$ cat src/rtl/mem_stage_pkg.sv
// Shared MEM-stage definitions: datapath widths, mem_op encodings, FSM states, EX packet.
// Pure declarations; no timing or flow-control behaviour lives here.
package mem_stage_pkg;

  localparam int XLEN   = 64;
  localparam int BUS_W  = XLEN;
  localparam int STRB_W = BUS_W / 8;

  typedef enum logic [2:0] {
    MOP_B  = 3'b000,
    MOP_H  = 3'b001,
    MOP_W  = 3'b010,
    MOP_D  = 3'b011,
    MOP_BU = 3'b100,
    MOP_HU = 3'b101,
    MOP_WU = 3'b110,
    MOP_DX = 3'b111
  } mem_op_e;

  typedef enum logic [1:0] {
    ST_IDLE = 2'd0,
    ST_REQ  = 2'd1,
    ST_WAIT = 2'd2
  } state_e;

  typedef struct packed {
    logic [XLEN-1:0] pc;
    logic [XLEN-1:0] instr;
    logic [XLEN-1:0] addr;
    logic [XLEN-1:0] data;
    logic            wren;
    logic [2:0]      op;
  } ex_pkt_t;

  // log2 of the access size in bytes; 111 aliases the doubleword code
  function automatic logic [1:0] op_size(logic [2:0] op);
    return (op == MOP_DX) ? 2'd3 : op[1:0];
  endfunction

  function automatic logic op_signed(logic [2:0] op);
    return !op[2] || (op == MOP_DX);
  endfunction

  function automatic logic op_misaligned(logic [2:0] op, logic [2:0] off);
    logic [2:0] m;
    case (op_size(op))
      2'd0:    m = 3'b000;
      2'd1:    m = 3'b001;
      2'd2:    m = 3'b011;
      default: m = 3'b111;
    endcase
    return (off & m) != 3'b000;
  endfunction

endpackage

$ cat src/rtl/mem_stage_if.sv
// Handshake bundles around the MEM stage: EX->MEM, MEM<->data memory, MEM->WB.
// Plain valid/ready; each interface has master (producer) and slave (consumer) views.
interface ex_mem_if;
  import mem_stage_pkg::*;
  logic            in_valid;
  logic            in_ready;
  logic [XLEN-1:0] PC_mem_i;
  logic [XLEN-1:0] instr_mem_i;
  logic [XLEN-1:0] alures_i;
  logic [XLEN-1:0] rs2_mem_i;
  logic            mem_wren_i;
  logic            mem_lden_i;
  logic [2:0]      mem_op_i;

  modport master (output in_valid, PC_mem_i, instr_mem_i, alures_i, rs2_mem_i,
                         mem_wren_i, mem_lden_i, mem_op_i,
                  input  in_ready);
  modport slave  (input  in_valid, PC_mem_i, instr_mem_i, alures_i, rs2_mem_i,
                         mem_wren_i, mem_lden_i, mem_op_i,
                  output in_ready);
endinterface

interface mem_req_if;
  import mem_stage_pkg::*;
  logic              req_valid;
  logic              req_ready;
  logic [XLEN-1:0]   req_addr;
  logic              req_wen;
  logic [BUS_W-1:0]  req_wdata;
  logic [STRB_W-1:0] req_wmask;
  logic              resp_valid;
  logic [BUS_W-1:0]  resp_rdata;

  modport master (output req_valid, req_addr, req_wen, req_wdata, req_wmask,
                  input  req_ready, resp_valid, resp_rdata);
  modport slave  (input  req_valid, req_addr, req_wen, req_wdata, req_wmask,
                  output req_ready, resp_valid, resp_rdata);
endinterface

interface mem_wb_if;
  import mem_stage_pkg::*;
  logic            out_valid;
  logic            out_ready;
  logic [XLEN-1:0] PC_mem_o;
  logic [XLEN-1:0] instr_mem_o;
  logic [XLEN-1:0] wbdata_o;
  logic            misalign_o;

  modport master (output out_valid, PC_mem_o, instr_mem_o, wbdata_o, misalign_o,
                  input  out_ready);
  modport slave  (input  out_valid, PC_mem_o, instr_mem_o, wbdata_o, misalign_o,
                  output out_ready);
endinterface

$ cat src/rtl/mem_stage_align.sv
// mem_align: combinational store lane/strobe generation and load extract/extension.
// Zero latency; no flow control. Accesses crossing the 8-byte line are truncated to it.
module mem_align
  import mem_stage_pkg::*;
(
  input  logic [2:0]        op,
  input  logic [2:0]        off,
  input  logic              wren,
  input  logic [XLEN-1:0]   st_data,
  input  logic [BUS_W-1:0]  rdata,
  output logic [BUS_W-1:0]  wdata,
  output logic [STRB_W-1:0] wmask,
  output logic [XLEN-1:0]   ldata
);

  logic [5:0]        sh_amt;
  logic              sgn;
  logic [BUS_W-1:0]  rsh;
  logic [STRB_W-1:0] size_mask;

  assign sh_amt = {off, 3'b000};
  assign sgn    = op_signed(op);
  assign rsh    = rdata >> sh_amt;

  always_comb begin
    size_mask = '0;
    ldata     = '0;
    case (op_size(op))
      2'd0: begin
        size_mask = 8'h01;
        ldata     = {{(XLEN-8){sgn & rsh[7]}}, rsh[7:0]};
      end
      2'd1: begin
        size_mask = 8'h03;
        ldata     = {{(XLEN-16){sgn & rsh[15]}}, rsh[15:0]};
      end
      2'd2: begin
        size_mask = 8'h0F;
        ldata     = {{(XLEN-32){sgn & rsh[31]}}, rsh[31:0]};
      end
      default: begin
        size_mask = 8'hFF;
        ldata     = rsh;
      end
    endcase
    // bits shifted past the top of the line are simply dropped
    wmask = wren ? (size_mask << off) : '0;
    wdata = wren ? (st_data << sh_amt) : '0;
  end

endmodule

$ cat src/rtl/mem_stage.sv
// MEM stage: issues one load/store per accepted EX result, 1 cycle for ALU ops, >=3 for memory.
// in_ready low while a request is outstanding or WB stalls; MEM_MISALIGN_CHK_EN traps misaligned accesses.
module mem_stage
  import mem_stage_pkg::*;
(
  input  logic      clk,
  input  logic      rst_n,
  ex_mem_if.slave   ex,
  mem_req_if.master mem,
  mem_wb_if.master  wb
);

`ifdef MEM_MISALIGN_CHK_EN
  localparam bit CHK_EN = 1'b1;
`else
  localparam bit CHK_EN = 1'b0;
`endif

  state_e          state_q, state_d;
  ex_pkt_t         pkt_q, pkt_d;
  logic            out_valid_q, out_valid_d;
  logic            req_valid_q, req_valid_d;
  logic            misalign_q, misalign_d;
  logic [XLEN-1:0] wbdata_q, wbdata_d;

  logic              accept;
  logic              in_is_mem;
  logic [BUS_W-1:0]  st_wdata;
  logic [STRB_W-1:0] st_wmask;
  logic [XLEN-1:0]   ld_data;

  assign ex.in_ready = (state_q == ST_IDLE) && (!out_valid_q || wb.out_ready);
  assign accept      = ex.in_valid && ex.in_ready;
  assign in_is_mem   = ex.mem_wren_i || ex.mem_lden_i;

  // Aligner works off the latched packet so request fields stay stable during REQ
  mem_align u_align (
    .op      (pkt_q.op),
    .off     (pkt_q.addr[2:0]),
    .wren    (pkt_q.wren),
    .st_data (pkt_q.data),
    .rdata   (mem.resp_rdata),
    .wdata   (st_wdata),
    .wmask   (st_wmask),
    .ldata   (ld_data)
  );

  always_comb begin
    state_d     = state_q;
    pkt_d       = pkt_q;
    out_valid_d = out_valid_q && !wb.out_ready;
    req_valid_d = req_valid_q;
    misalign_d  = misalign_q;
    wbdata_d    = wbdata_q;
    case (state_q)
      ST_IDLE: begin
        if (accept) begin
          pkt_d = '{pc:    ex.PC_mem_i,
                    instr: ex.instr_mem_i,
                    addr:  ex.alures_i,
                    data:  ex.rs2_mem_i,
                    wren:  ex.mem_wren_i,
                    op:    ex.mem_op_i};
          if (!in_is_mem) begin
            out_valid_d = 1'b1;
            wbdata_d    = ex.alures_i;
            misalign_d  = 1'b0;
          end else if (CHK_EN && op_misaligned(ex.mem_op_i, ex.alures_i[2:0])) begin
            out_valid_d = 1'b1;
            wbdata_d    = '0;
            misalign_d  = 1'b1;
          end else begin
            state_d     = ST_REQ;
            req_valid_d = 1'b1;
          end
        end
      end
      ST_REQ: begin
        if (mem.req_ready) begin
          state_d     = ST_WAIT;
          req_valid_d = 1'b0;
        end
      end
      ST_WAIT: begin
        if (mem.resp_valid) begin
          state_d     = ST_IDLE;
          out_valid_d = 1'b1;
          wbdata_d    = pkt_q.wren ? '0 : ld_data;
          misalign_d  = 1'b0;
        end
      end
      default: state_d = ST_IDLE;
    endcase
  end

  always_ff @(posedge clk or negedge rst_n) begin
    if (!rst_n) begin
      state_q     <= ST_IDLE;
      pkt_q       <= '0;
      out_valid_q <= 1'b0;
      req_valid_q <= 1'b0;
      misalign_q  <= 1'b0;
      wbdata_q    <= '0;
    end else begin
      state_q     <= state_d;
      pkt_q       <= pkt_d;
      out_valid_q <= out_valid_d;
      req_valid_q <= req_valid_d;
      misalign_q  <= misalign_d;
      wbdata_q    <= wbdata_d;
    end
  end

  assign mem.req_valid = req_valid_q;
  assign mem.req_addr  = {pkt_q.addr[XLEN-1:3], 3'b000};
  assign mem.req_wen   = pkt_q.wren;
  assign mem.req_wdata = st_wdata;
  assign mem.req_wmask = st_wmask;

  assign wb.out_valid   = out_valid_q;
  assign wb.PC_mem_o    = pkt_q.pc;
  assign wb.instr_mem_o = pkt_q.instr;
  assign wb.wbdata_o    = wbdata_q;
  assign wb.misalign_o  = misalign_q;

endmodule

$ cat src/flat_wrapper.sv
// flat-port wrapper written by rule: the top's interface ports become plain ports
module mem_stage_flat import mem_stage_pkg::*;
  (clk, rst_n, ex_in_valid, ex_PC_mem_i, ex_instr_mem_i, ex_alures_i, ex_rs2_mem_i, ex_mem_wren_i, ex_mem_lden_i, ex_mem_op_i, ex_in_ready, mem_req_valid, mem_req_addr, mem_req_wen, mem_req_wdata, mem_req_wmask, mem_req_ready, mem_resp_valid, mem_resp_rdata, wb_out_valid, wb_PC_mem_o, wb_instr_mem_o, wb_wbdata_o, wb_misalign_o, wb_out_ready);
  ex_mem_if ex_i ();
  mem_req_if mem_i ();
  mem_wb_if wb_i ();
  input  logic clk;
  input  logic rst_n;
  input wire logic [$bits(ex_i.in_valid)-1:0] ex_in_valid;
  input wire logic [$bits(ex_i.PC_mem_i)-1:0] ex_PC_mem_i;
  input wire logic [$bits(ex_i.instr_mem_i)-1:0] ex_instr_mem_i;
  input wire logic [$bits(ex_i.alures_i)-1:0] ex_alures_i;
  input wire logic [$bits(ex_i.rs2_mem_i)-1:0] ex_rs2_mem_i;
  input wire logic [$bits(ex_i.mem_wren_i)-1:0] ex_mem_wren_i;
  input wire logic [$bits(ex_i.mem_lden_i)-1:0] ex_mem_lden_i;
  input wire logic [$bits(ex_i.mem_op_i)-1:0] ex_mem_op_i;
  output wire logic [$bits(ex_i.in_ready)-1:0] ex_in_ready;
  output wire logic [$bits(mem_i.req_valid)-1:0] mem_req_valid;
  output wire logic [$bits(mem_i.req_addr)-1:0] mem_req_addr;
  output wire logic [$bits(mem_i.req_wen)-1:0] mem_req_wen;
  output wire logic [$bits(mem_i.req_wdata)-1:0] mem_req_wdata;
  output wire logic [$bits(mem_i.req_wmask)-1:0] mem_req_wmask;
  input wire logic [$bits(mem_i.req_ready)-1:0] mem_req_ready;
  input wire logic [$bits(mem_i.resp_valid)-1:0] mem_resp_valid;
  input wire logic [$bits(mem_i.resp_rdata)-1:0] mem_resp_rdata;
  output wire logic [$bits(wb_i.out_valid)-1:0] wb_out_valid;
  output wire logic [$bits(wb_i.PC_mem_o)-1:0] wb_PC_mem_o;
  output wire logic [$bits(wb_i.instr_mem_o)-1:0] wb_instr_mem_o;
  output wire logic [$bits(wb_i.wbdata_o)-1:0] wb_wbdata_o;
  output wire logic [$bits(wb_i.misalign_o)-1:0] wb_misalign_o;
  input wire logic [$bits(wb_i.out_ready)-1:0] wb_out_ready;
  assign ex_i.in_valid = ex_in_valid;
  assign ex_i.PC_mem_i = ex_PC_mem_i;
  assign ex_i.instr_mem_i = ex_instr_mem_i;
  assign ex_i.alures_i = ex_alures_i;
  assign ex_i.rs2_mem_i = ex_rs2_mem_i;
  assign ex_i.mem_wren_i = ex_mem_wren_i;
  assign ex_i.mem_lden_i = ex_mem_lden_i;
  assign ex_i.mem_op_i = ex_mem_op_i;
  assign ex_in_ready = ex_i.in_ready;
  assign mem_req_valid = mem_i.req_valid;
  assign mem_req_addr = mem_i.req_addr;
  assign mem_req_wen = mem_i.req_wen;
  assign mem_req_wdata = mem_i.req_wdata;
  assign mem_req_wmask = mem_i.req_wmask;
  assign mem_i.req_ready = mem_req_ready;
  assign mem_i.resp_valid = mem_resp_valid;
  assign mem_i.resp_rdata = mem_resp_rdata;
  assign wb_out_valid = wb_i.out_valid;
  assign wb_PC_mem_o = wb_i.PC_mem_o;
  assign wb_instr_mem_o = wb_i.instr_mem_o;
  assign wb_wbdata_o = wb_i.wbdata_o;
  assign wb_misalign_o = wb_i.misalign_o;
  assign wb_i.out_ready = wb_out_ready;
  mem_stage u_core (.clk(clk), .rst_n(rst_n), .ex(ex_i), .mem(mem_i), .wb(wb_i));
endmodule
$ cat config.mk
export PLATFORM = sky130hd
export DESIGN_NAME = mem_stage_flat
export DESIGN_NICKNAME = d
export VERILOG_FILES = /design/src/rtl/mem_stage_pkg.sv /design/src/rtl/mem_stage_if.sv /design/src/rtl/mem_stage_align.sv /design/src/rtl/mem_stage.sv /design/src/flat_wrapper.sv
export SDC_FILE = /design/constraint.sdc
export NUM_CORES = 1
export LEC_CHECK = 0
export CAP_MARGIN = 5
export CORE_AREA = 2 2 257 259
export DETAILED_ROUTE_END_ITERATION = 6
export DIE_AREA = 0 0 259 261
export DONT_BUFFER_PORTS = 1
export GPL_ROUTABILITY_DRIVEN = 0
export GPL_TIMING_DRIVEN = 0
export HOLD_SLACK_MARGIN = 0.05
export PLACE_DENSITY = 0.55
export SYNTH_ARGS = -nofsm -noshare
export SYNTH_HDL_FRONTEND = slang
export SYNTH_SLANG_ARGS = --single-unit
$ cat constraint.sdc
create_clock -name clk -period 2.1 [get_ports clk]
set_input_delay 0.105 -clock clk [delete_from_list [all_inputs] [get_ports clk]]
set_output_delay 0.105 -clock clk [all_outputs]
set_load 0.005 [all_outputs]
**Word level (Yosys, flattened, before mapping)**

Cells that the tools add are included.

- Output and inout port bits: 333
- Input port bits: 331
- Flip-flop bits (word level): 329

- Bitwise operators: 3
- Reduce and logical (&&, ||, !) cells: 17
- Muxes and demuxes: 27
- Equality and inequality tests: 10
- Shifts and indexed selects: 3

Operators by type and width:

| operator | count |
|---|---|
| $mux 64 | 5 |
| $pmux 64 s3 | 1 |
| $pmux 64 s2 | 1 |
| $shl 64x6->64 | 1 |
| $shr 64x6->64 | 1 |
| $pmux 8 s3 | 1 |
| $reduce_and 4->1 | 3 |
| $mux 2 | 5 |
| $mux 1 | 9 |
| $mux 8 | 1 |
| $shl 8x3->8 | 1 |
| $ne 2x2->1 const B | 3 |
| $pmux 1 s2 | 3 |
| $pmux 2 s3 | 1 |
| $eq 2x1->1 const B | 2 |
| $eq 2x2->1 const B | 2 |
| $logic_not 2->1 | 2 |
| $ne 2x1->1 const B | 2 |
| $reduce_bool 2->1 | 2 |
| $and 1x1->1 | 3 |
| $eq 3x3->1 const B | 1 |
| $logic_and 1x1->1 | 3 |
| $logic_not 1->1 | 3 |
| $logic_or 1x1->1 | 3 |
| $reduce_and 2->1 | 1 |

**Logic depth before layout (Yosys ltp)**

Gate-level depths: netlist of run 1.

- Word-level depth: 7
- Gate-level depth with buffers: 9

**By module**

Synthesis of run 1 repeated with hierarchy kept, for this count alone.

- Cells, all modules: 1631
- Area, all modules: 19867.8 µm²

Modules (own cells, without submodules):

| module | cells each | times used | area an instance (µm²) |
|---|---|---|---|
| mem_stage | 1043 | 1 | 15743.8 |
| mem_align | 588 | 1 | 4124.0 |

**Worst setup path before layout of run 1**

OpenSTA, ideal clock, no wires.

- Kind: flip-flop to flip-flop
- Start point: register u_core.pkt_q[68] (netlist name)
- End point: register u_core.wbdata_q[21] (netlist: u_core.wb.wbdata_o[21])
- Setup slack: 86 ps
- Stages on the path, launching flop included: 9
- Data required time: 1962 ps
- Period minus slack after synthesis: 2014 ps
- Arrival: 1876 ps
- Buffers on the path: 3
- Cell sequence: dfrtp_1 -> buf_6 -> mux4_2 -> o2bb2ai_1 -> or3_1 -> buf_6 -> a21boi_2 -> buf_6 -> o211ai_1

- Longest elaborated chain between the ends: 6
- Elaborated cells on any way between the ends: 7

Ends and longest elaborated chain:

| what | line | RTL |
|---|---|---|
| start, declared | mem_stage.sv:20 | `ex_pkt_t pkt_q, pkt_d;` |
| start signal, assigned | mem_stage.sv:106 | `pkt_q <= pkt_d;` |
| $shr 64x6->64 (*) | mem_stage_align.sv:23 | `assign rsh = rdata >> sh_amt;` |
| $and 1x1->1 (on tied branches) | mem_stage_align.sv:35, mem_stage_align.sv:31 |  |
| $pmux 64 s3 (*) | mem_stage_align.sv:28 | `case (op_size(op))` |
| $mux 64 (*) | mem_stage.sv:88 | `wbdata_d = pkt_q.wren ? '0 : ld_data;` |
| $mux 64 (*) | mem_stage.sv:85 | `if (mem.resp_valid) begin` |
| $pmux 64 s2 (*) | mem_stage.sv:55 | `case (state_q)` |
| end signal, assigned | mem_stage.sv:110 | `wbdata_q <= wbdata_d;` |
| end, declared | mem_stage.sv:24 | `logic [XLEN-1:0] wbdata_q, wbdata_d;` |

Every way passes the cells marked *; elsewhere a longest branch is shown, timed or not. The select of a mux whose other input is x is not followed.
A chain may end at the register's enable or synchronous reset.

**Worst setup path after layout of run 1**

- Start point: register u_core.pkt_q[69] (netlist name)
- End point: output port mem_req_wdata[35]

- Longest elaborated chain between the ends: 2

Ends and longest elaborated chain:

| what | line | RTL |
|---|---|---|
| $shl 64x6->64 | mem_stage_align.sv:48 | `wdata = wren ? (st_data << sh_amt) : '0;` |
| $mux 64 | mem_stage_align.sv:48 |  |
| end, declared | flat_wrapper.sv:21 | `output wire logic [$bits(mem_i.req_wdata)-1:0] mem_req_wdata;` |

Every way passes these cells.

==> flow_summary.toml, run 1 <==
[worst_hold_path]
min_path_type = "in2async"

[floorplan]
die_area_um2 = 67600
num_rows = 94
start_util_pct = 27.78
die_height_um = 261
core-area_um2 = 65040
die_w_um = 259
io_pins = 664

[pwr]
power_density_nw_per_um2 = 1724
ir_drop_mv = 1.006
total_power_mw = 45.86
p_leak_nw = 12.48
p_int_mw = 25.63
power.share.sequential_pct = 26.9
combPwrFrac_pct = 56.8
switchingPower_mw = 20.24
power_switching_share_pct = 44.13
p_clk_share_pct = 16.4

[clocking]
cts_buffer_depth = 3
cts.clk_slew.worst_paths_ns = 0.07
holdBufCountCts = 290
clock_latency_ns = 0.59
htree_levels = 2
cts_tree = "built"
cts.sinks = 328
numCtsBuffers = 41
clock-root-buffer = "clkbuf_16"

[timing]
final_hold_viol_count = 328
finalSetupViolCount = 120
fmax_ghz = 0.4165
tightest_slew_ns = 0.7762
fin_ws_ns = -0.3012
finalClockSkew_ns = 0.03314
rsz0062_at_grt = "yes"
whs_ns = -0.7903
slew_headroom_pct = 48.06
min_period_ns = 2.401
final.period_utilization_pct = 114.3
slew_viol_final = 0

[routing]
drt_wl_total_um = 97410
first_pass_iters = 6
routed_via_density = 5.169
final_antenna_net_count = 0
drc_errors = 0
vias = 18091
wl_per_cell_um = 27.83
drt_iter0_drc = 1667

[logic_synthesis]
synth_seq_area_share_pct = 45.43
ys_ff_latch = 328
yosys_warnings = 0
avgSynthCellArea_um2 = 8.330
synth_adder_area_share_pct = 0
synthArstFlopShare_pct = 100.0
syn_area_um2 = 18070
ys_dominant_reg_cell = "dfrtp_1"
synth.area.mux_share_pct = 8.711
synth_top_family_by_area = "simple AND/OR/NAND/NOR gates"
synth-xor-area-share_pct = 0
yosys.area_share.simple_pct = 24.48
yosysUniqueCellTypes = 45
syn_inst = 2169
synth-compound-area-share_pct = 9.667
synth-edff-count = 0

[global_routing]
grt_pass1_wl_um = 131900
grt_util_met1_pct = 28.80
first_global_vias = 18088
grt_util_met3_pct = 8.256
grt_overflow = 0
grt.busiest_layer = "met2"
groute.usage.overall_pct = 27.29
grt_util_met2_pct = 48.75
grt_max_degree = 329
antenna_found_initial = 28

[critical_path]
cp_common_cell = "buf_12"
crit_type = "reg2out"
cp_num_buf_inv = 5
slowest_delay_ns = 0.37
cp-end-kind = "primary output"
path_cells = "buf_6, buf_12, buf_12, buf_12, buf_12, mux2i_1, nor2_1, a21oi_2, o21ai_2"
required_ns = 2.00
path_max_fanout = 8
crit_path_top_delay_cell = "dfrtp_1"
worst_ep_arrival_time_ns = 2.30
cp-startpoint = "u_core.pkt_q[69]$_DFFE_PN0P_"
r2r_start = "u_core.pkt_q[68]$_DFFE_PN0P_"
cp_top_family = "buffers and inverters"
worstSetupStartpointType = "register"

[layout]
final_cell_mix = "nand2_1, dfrtp_1, dlygate4sd3_1"
postLayoutCellArea_um2 = 26610
mostFrequentLayoutCell = "nand2_1"
nets = 2914
drive_gt1_share_pct = 28.28
area_delta_synth_final_pct = 47.25

[run_status]
violations = "hold timing, setup timing"
status = "finished with violations"

[placement]
portBuffers = 0
dp_hpwl_um = 71900
dpl-instance-area_um2 = 19160

[run]
max_cap_viol_count = 0
routing by layer:
metal / part of all wire [%] / up-vias
li1: - / 7803
met1: 34 / 8818
met2: 49 / 1151
met3: 10 / 301
met4: 6.8 / 18
met5: 0.14 / -
flip-flops by register name, indices dropped and copies added, names as in the netlist:
signal and count:
u_core.wb.instr_mem_o 64, u_core.mem.req_valid 1, u_core.wb.wbdata_o 64, u_core.wb.PC_mem_o 64, u_core.mem.req_wen 1, u_core.wb.out_valid 1
u_core.pkt_q 70, u_core.mem.req_addr 61, u_core.state_q 2
cell usage after synthesis, types with 17 or more instances:
library cell	n	area (um^2)
dfrtp_1	328	8208
and3_1	50	312.8
mux2_2	40	450.4
a211oi_1	30	225.2
buf_4	198	1486
o31ai_1	19	142.6
mux4_2	17	382.9
a22oi_1	20	150.1
a21oi_1	100	500.5
and2_1	22	137.6
clkbuf_1	107	401.6
nor2b_1	43	269.0
buf_2	21	105.1
nor2_1	74	277.8
mux2i_1	74	740.7
nand2_1	844	3168
o21ai_0	73	365.4
logic make-up (layout without fill, tap and decap cells):
family | after synthesis | in the layout
buffers and inverters | 346 | 785
DFF | 328 | 328
muxes | 131 | 131
other | 1 | 27
and+or+nand+nor | 1075 | 1077
AOI/OAI and AO/OA | 288 | 288
repair_timing:
item                                   CTS  global route
buffers inserted                        43            26
setup endpoints to repair              399           397
cloned                                   6            10
pin swaps                               52            27
gates resized for setup                441           187
endpoints found under the hold margin  656           328
power groups by stage:
stage	Sequential [mW]	Clock [mW]	Combinational (mW)
4_1_cts	12.2	7.66	23.0
6_report	12.3	7.51	26.0
3_3_place_gp	12.0	0	17.6
3_5_place_dp	12.1	0	17.8
2_1_floorplan	10.8	0	12.7
5_1_grt	12.6	7.92	27.5
worst paths after layout:
check	slack (ns)	endpoint	cells past startpoint
worst max-delay path	-0.30	mem_req_wdata[35]	9
max in group asynchronous	2.36	u_core.wb.instr_mem_o[60]$_DFFE_PN0P_	0
worst min-delay path	-0.79	u_core.wb.instr_mem_o[29]$_DFFE_PN0P_	0
min in group clk	0.07	u_core.wb.wbdata_o[12]$_DFFE_PN0P_	4
worst min register to register	0.47	u_core.wb.PC_mem_o[41]$_DFFE_PN0P_	2
worst max register to register	-0.21	u_core.wb.wbdata_o[61]$_DFFE_PN0P_	9
worst register-to-register path, delay by kind of cell (launching register included):
| kind | cells | cell delay, ns |
|---|---|---|
| compound gates | 3 | 0.51 |
| mux | 1 | 0.47 |
| simple gates | 1 | 0.08 |
| flops | 1 | 0.44 |
| buf+inv | 4 | 0.67 |
final cells by class:
type                    instances  area, um^2
clock inverters                13       178.9
plain buffers                 335        2683
multi-input cells            1500        9243
flip-flops and latches        328        8213
inverters                       4       22.52
well taps                     864        1081
clock buffers                  60        1239
fillers                      6213       38430
diodes                         23       57.56
repair buffers                373        3889
through the flow:
stage / util (%) / std cells / worst slack (ns) / TNS (ns)
2_1_floorplan: - / 2172 / 0.08623 / 0
3_3_place_gp: 29.46 / 3036 / -1.233 / -269.37
3_5_place_dp: 29.46 / 3036 / -1.025 / -226.92
4_1_cts: 39.17 / 3441 / -0.2387 / -16.34
5_1_grt: 40.88 / 3493 / -0.3335 / -23.52
6_report: 40.91 / 3500 / -0.3012 / -18.57
(Power assumes the default switching activity.)
==> run 2, diff against run 1 <==
--- a/config.mk
+++ b/config.mk
@@ -6,14 +6,15 @@
 export NUM_CORES = 1
 export LEC_CHECK = 0
 export CAP_MARGIN = 5
-export CORE_AREA = 2 2 257 259
+export CORE_AREA = 2 2 258 260
 export DETAILED_ROUTE_END_ITERATION = 6
-export DIE_AREA = 0 0 259 261
+export DIE_AREA = 0 0 260 262
 export DONT_BUFFER_PORTS = 1
 export GPL_ROUTABILITY_DRIVEN = 0
 export GPL_TIMING_DRIVEN = 0
 export HOLD_SLACK_MARGIN = 0.05
-export PLACE_DENSITY = 0.55
+export PLACE_DENSITY = 0.58
 export SYNTH_ARGS = -nofsm -noshare
 export SYNTH_HDL_FRONTEND = slang
+export SYNTH_HIERARCHICAL = 1
 export SYNTH_SLANG_ARGS = --single-unit
==> flow_summary.toml, run 2 <==
[pwr]
power_density_nw_per_um2 = 1766
p_leak_nw = 12.27
ir_drop_mv = 0.9042
total_power_mw = 48.78

[clocking]
htree_levels = 2
clock-root-buffer = "clkbuf_16"
cts.clk_slew.worst_paths_ns = 0.06
cts_tree = "built"
cts_buffer_depth = 3
cts.sinks = 328
clock_latency_ns = 0.56
holdBufCountCts = 266
numCtsBuffers = 39

[global_routing]
grt_max_degree = 329
groute.usage.overall_pct = 22.05
grt_overflow = 0
first_global_vias = 15247
grt_pass1_wl_um = 109900
antenna_found_initial = 4

[floorplan]
start_util_pct = 30.44
num_rows = 94
die_area_um2 = 68120
core-area_um2 = 65280
io_pins = 664
die_height_um = 262
die_w_um = 260

[critical_path]
rr_endpoint = "u_core/wb.wbdata_o[50]$_DFFE_PN0P_"
slowest_delay_ns = 0.44
path_cells = "buf_8, mux2_4, a2bb2o_4, a2111o_1, clkbuf_4, o2111ai_1, nor2b_1, mux2_1, mux2_2"
worstSetupStartpointType = "register"
path_max_fanout = 10
crit_path_top_delay_cell = "dfrtp_2"
cp_top_family = "multiplexers"
crit_type = "reg2reg"
cp_num_buf_inv = 2
ff2ff_path_depth = 9
cp-end-kind = "register"
cp_num_cells = 9
required_ns = 2.54
r2r_start = "u_core/pkt_q[68]$_DFFE_PN0P_"
worst_ep_arrival_time_ns = 3.11
reg2reg_setup_slack_ns = -0.57

[timing]
tightest_slew_ns = 0.7646
fin_ws_ns = -0.5747
whs_ns = -0.7499
min_period_ns = 2.675
finalSetupViolCount = 135
tns_ns = -49.15
final.period_utilization_pct = 127.4
finalClockSkew_ns = 0.01078
final_hold_viol_count = 328
rsz0062_at_grt = "yes"
slew_headroom_pct = 48.49
slew_viol_final = 0
fmax_ghz = 0.3739

[logic_synthesis]
yosysTopAreaCellShare_pct = 41.31
syn_area_um2 = 19870
yosys.cell_count.top_type = "dfrtp_1"
ys_dominant_reg_cell = "dfrtp_1"
synth-edff-count = 0
synthArstFlopShare_pct = 100.0
yosys.area.top_type = "dfrtp_1"
syn_inst = 1631
ys_ff_latch = 328
yosys_warnings = 6
avgSynthCellArea_um2 = 12.18
yosysUniqueCellTypes = 49
synth_common_cells = "dfrtp_1, buf_4, mux2_4"
synth_seq_area_share_pct = 41.31
synthTopCellsByArea = "dfrtp_1, mux2_4, buf_4"

[placement]
dpl-instance-area_um2 = 21370
dpl.cell_count = 2498
dp_hpwl_um = 59830
portBuffers = 0

[worst_hold_path]
min_path_type = "in2async"

[layout]
mostFrequentLayoutCell = "dfrtp_1"
area_delta_synth_final_pct = 39.00
postLayoutCellArea_um2 = 27620
final_cell_mix = "dfrtp_1, mux2_4, dlygate4sd3_1"
largest-register = "u_core/pkt_q"
nets = 2330
stdcell_count = 2894
largest_reg_flops = 70
drive_gt1_share_pct = 48.08

[run_status]
status = "finished with violations"
violations = "hold timing, setup timing"

[routing]
wl_per_cell_um = 27.46
vias = 14805
drt_iter0_drc = 1465
routed_via_density = 5.116
final_antenna_net_count = 0
drt_wl_total_um = 79480
drc_errors = 0
first_pass_iters = 6

[run]
max_cap_viol_count = 0
==> run 2: cells by family (layout without fill, tap and decap cells) <==
| logic type | Yosys count | after routing | share of synthesized area, % |
|---|---|---|---|
| buf+inv | 313 | 707 | 11.31 |
| mux | 530 | 530 | 34.32 |
| other cells | 1 | 6 | 0.01887 |
| flops | 328 | 328 | 41.31 |
| simple gates | 321 | 321 | 7.960 |
| compound gates | 138 | 138 | 5.076 |
==> run 2: metal layers <==
metal / part of all wire (%) / up-vias / routed length (um) / global-route usage [%]
li1: - / 6291 / - / -
met2: 48 / 849 / 38150 / 36.35
met3: 10 / 146 / 8126 / 7.311
met5: 0.028 / - / 22 / 0
met4: 2.8 / 4 / 2240 / 6.194
met1: 39 / 7515 / 30940 / 27.56
==> run 2: timing repair <==
action / in CTS / in global routing
setup endpoints to repair: 155 / 179
gates cloned: 7 / 1
setup buffers: 36 / 18
pin swaps: 37 / 28
hold endpoints to repair: 656 / 328
gates resized for setup: 304 / 154
==> run 2: worst max-delay path by stage <==
stage	start	endpoint	slack, ns
4_1_cts	u_core/pkt_q[68]$_DFFE_PN0P_	u_core/wb.wbdata_o[60]$_DFFE_PN0P_	-0.58
3_3_place_gp	u_core/pkt_q[68]$_DFFE_PN0P_	u_core/wb.wbdata_o[60]$_DFFE_PN0P_	-0.90
3_5_place_dp	u_core/pkt_q[68]$_DFFE_PN0P_	u_core/wb.wbdata_o[60]$_DFFE_PN0P_	-0.93
5_1_grt	u_core/pkt_q[68]$_DFFE_PN0P_	u_core/wb.wbdata_o[57]$_DFFE_PN0P_	-0.64
6_report	u_core/pkt_q[68]$_DFFE_PN0P_	u_core/wb.wbdata_o[50]$_DFFE_PN0P_	-0.57
2_1_floorplan	u_core/pkt_q[68]$_DFFE_PN0P_	u_core/wb.wbdata_o[24]$_DFFE_PN0P_	-0.17
==> run 2: power breakdown <==
group	internal [mW]	switching (mW)	leakage (nW)	total, mW
registers	9.62	3.11	3.85	12.7
clock network	4.18	2.81	0.631	6.99
logic	15.7	13.4	7.78	29.1
total	29.5	19.3	12.3	48.8
==> run 2: cell type report <==
cell class              instances  area, um^2
diodes                          2       5.005
multi-input cells             993       11050
fillers                      5919       37660
well taps                     864        1081
flip-flops and latches        328        8214
plain buffers                 304        2571
repair buffers                326        3359
inverters                       7       32.53
clock inverters                13       185.2
clock buffers                  57        1115
==> run 2: worst reg2reg max path, delay by kind of cell, from the launching register on <==
family                 cells  cell delay [ns]
multiplexers               3             0.88
buffers and inverters      2             0.40
AO/OA/AOI/OAI              3             0.60
AND/OR/NAND/NOR            1             0.23
flip-flops                 1             0.44
==> run 2: metrics by stage <==
stage	utilization [%]	setup slack [ns]
3_5_place_dp	32.73	-0.9261
6_report	42.31	-0.5747
5_1_grt	42.30	-0.6363
2_1_floorplan	-	-0.1694
4_1_cts	41.29	-0.5801
3_3_place_gp	32.73	-0.9048
==> run 3, diff against run 2 <==
--- a/config.mk
+++ b/config.mk
@@ -7,6 +7,7 @@
 export LEC_CHECK = 0
 export CAP_MARGIN = 5
 export CORE_AREA = 2 2 258 260
+export CTS_BUF_LIST = sky130_fd_sc_hd__clkbuf_16
 export DETAILED_ROUTE_END_ITERATION = 6
 export DIE_AREA = 0 0 260 262
 export DONT_BUFFER_PORTS = 1
==> constraint.sdc (replaced) <==
create_clock -name clk -period 2.4 [get_ports clk]
set_input_delay 0.12 -clock clk [delete_from_list [all_inputs] [get_ports clk]]
set_output_delay 0.12 -clock clk [all_outputs]
set_load 0.005 [all_outputs]
==> flow_summary.toml, run 3 (same netlist as run 2, synthesis figures left out) <==
[run_status]
status = "finished with violations"
violations = "DRC, hold timing, slew limit, setup timing"

[routing]
final_antenna_net_count = 0
first_pass_iters = 7
vias = 14914
wl_met2_um = 38770
drc_errors = 9
drt_iter0_drc = 1387
route.met3.wl_um = 8281
routed_via_density = 5.182
top_layer = "met5"
wl_per_cell_um = 27.96
met1_length_um = 30980
drt_wl_total_um = 80480

[layout]
utilization_pct = 41.59
drive_gt1_share_pct = 46.94
nets = 2314
final_cell_mix = "dfrtp_1, dlygate4sd3_1, mux2_4"
area_delta_synth_final_pct = 36.64
mostFrequentLayoutCell = "dfrtp_1"
largest-register = "u_core/pkt_q"
largest_reg_flops = 70
seq_area_um2 = 8212
num-fill-cells = 5928
multiInputGateArea_um2 = 10870

[critical_path]
path_max_fanout = 9
ff2ff_path_depth = 10
crit_type = "reg2reg"
required_ns = 2.83
slowest_delay_ns = 0.39
reg2reg_setup_slack_ns = -0.24
worstSetupStartpointType = "register"
worst_ep_arrival_time_ns = 3.07
r2r_start = "u_core/pkt_q[68]$_DFFE_PN0P_"
rr_endpoint = "u_core/wb.wbdata_o[41]$_DFFE_PN0P_"
cp_common_cell = "buf_6"
path_cells = "buf_6, mux2_4, a2bb2o_4, a2111o_1, buf_6, buf_6, nand4_1, and2b_1, mux2_1, mux2_2"
crit_path_top_delay_cell = "dfrtp_1"
cp-end-kind = "register"

[floorplan]
io_pins = 664
core-area_um2 = 65280
die_area_um2 = 68120
num_rows = 94
die_w_um = 260
start_util_pct = 30.44
die_height_um = 262

[global_routing]
groute.usage.overall_pct = 22.03
antenna_found_initial = 12
grt_pass1_wl_um = 110500
grt_overflow = 0
first_global_vias = 15498
grt_max_degree = 329

[timing]
slew_headroom_pct = -20.93
fin_ws_ns = -0.2370
final_hold_viol_count = 328
finalSetupViolCount = 93
finalClockSkew_ns = 0.02250
tightest_slew_ns = 1.814
min_period_ns = 2.637
fmax_ghz = 0.3792
final.period_utilization_pct = 109.9
slew_viol_final = 137
rsz0062_at_grt = "yes"
whs_ns = -0.7275

[placement]
dp_hpwl_um = 59610
dp_slack_ns = -0.6249
portBuffers = 0

[pwr]
ir_drop_mv = 0.7431
power_density_nw_per_um2 = 1534
p_leak_nw = 11.94

[clocking]
clock_latency_ns = 0.56
cts.clk_slew.worst_paths_ns = 0.06
cts_tree = "built"
numCtsBuffers = 39
cts_buffer_depth = 3
htree_levels = 2
cts.sinks = 328
holdBufCountCts = 266
clock-root-buffer = "clkbuf_16"

[worst_hold_path]
min_path_type = "in2async"

[run]
max_cap_viol_count = 0
-- run 3: cell types whose count changed in the layout (fill, tap and decap cells not counted), sizes merged --
cell / change
buf: -26
clkinv: +11
clkbuf: -7
inv: +7
diode: +3
bufinv: -2
clkinvlp: -2
bufbuf: -1
nor2: +1
-- run 3: power by group --
part	leakage (nW)	switching (mW)	internal, mW
registers	3.85	2.77	8.41
clock network	0.619	2.47	3.24
logic	7.47	11.6	13.1
total	11.9	16.9	24.7
-- run 3: through the flow --
step           hold slack (ns)  std cells  cell area [um^2]  setup TNS, ns  power [mW]
2_1_floorplan          -0.1756       1634             19880              0       24.67
3_3_place_gp           -0.1657       2498             20960         -24.61       30.11
3_5_place_dp           -0.1640       2498             20960         -27.67       30.43
4_1_cts                -0.7733       2853             26090         -7.885       39.25
5_1_grt                -0.7708       2875             27140         -18.94       43.47
6_report               -0.7275       2878             27150         -11.97       41.64
-- run 3: cell type report --
class                           instances  share of cell area, %
Buffer                                305                  9.430
Timing Repair Buffer                  308                  11.71
Tap cell                              864                  3.982
Multi-Input combinational cell        994                  40.05
Inverter                                7                 0.1198
Clock inverter                         27                 0.7328
Sequential cell                       328                  30.25
Antenna cell                            5                0.04609
Clock buffer                           40                  3.687
-- run 3: per-layer routing --
layer / vias to the layer above / track usage, %
met5: - / 0
met1: 7586 / 27.55
met3: 160 / 7.118
li1: 6283 / -
met4: 10 / 5.859
met2: 875 / 36.59
-- run 3: worst max-delay path, delay by kind of cell (launching register included) --
kind,cells,cell delay (ns)
flip-flops,1,0.39
buffers and inverters,3,0.50
AO/OA/AOI/OAI,2,0.37
AND/OR/NAND/NOR,2,0.36
multiplexers,3,0.90
-- run 3: worst max path at each step --
stage          slack (ns)                    startpoint                                 end
5_1_grt             -0.29   u_core/pkt_q[1]$_DFFE_PN0P_  u_core/wb.wbdata_o[63]$_DFFE_PN0P_
2_1_floorplan        0.04  u_core/pkt_q[68]$_DFFE_PN0P_  u_core/wb.wbdata_o[27]$_DFFE_PN0P_
3_3_place_gp        -0.67  u_core/pkt_q[68]$_DFFE_PN0P_                    mem_req_wmask[5]
4_1_cts             -0.18  u_core/pkt_q[68]$_DFFE_PN0P_  u_core/wb.wbdata_o[26]$_DFFE_PN0P_
6_report            -0.24  u_core/pkt_q[68]$_DFFE_PN0P_  u_core/wb.wbdata_o[41]$_DFFE_PN0P_
3_5_place_dp        -0.62  u_core/pkt_q[70]$_DFFE_PN0P_  u_core/wb.wbdata_o[50]$_DFFE_PN0P_
-- run 3: what timing repair did --
action                                 CTS  global route
gates cloned                             3             8
setup buffers                           20            12
pin swaps                               17            35
gates resized for setup                290           190
setup endpoints to repair              130           120
endpoints found under the hold margin  656           328
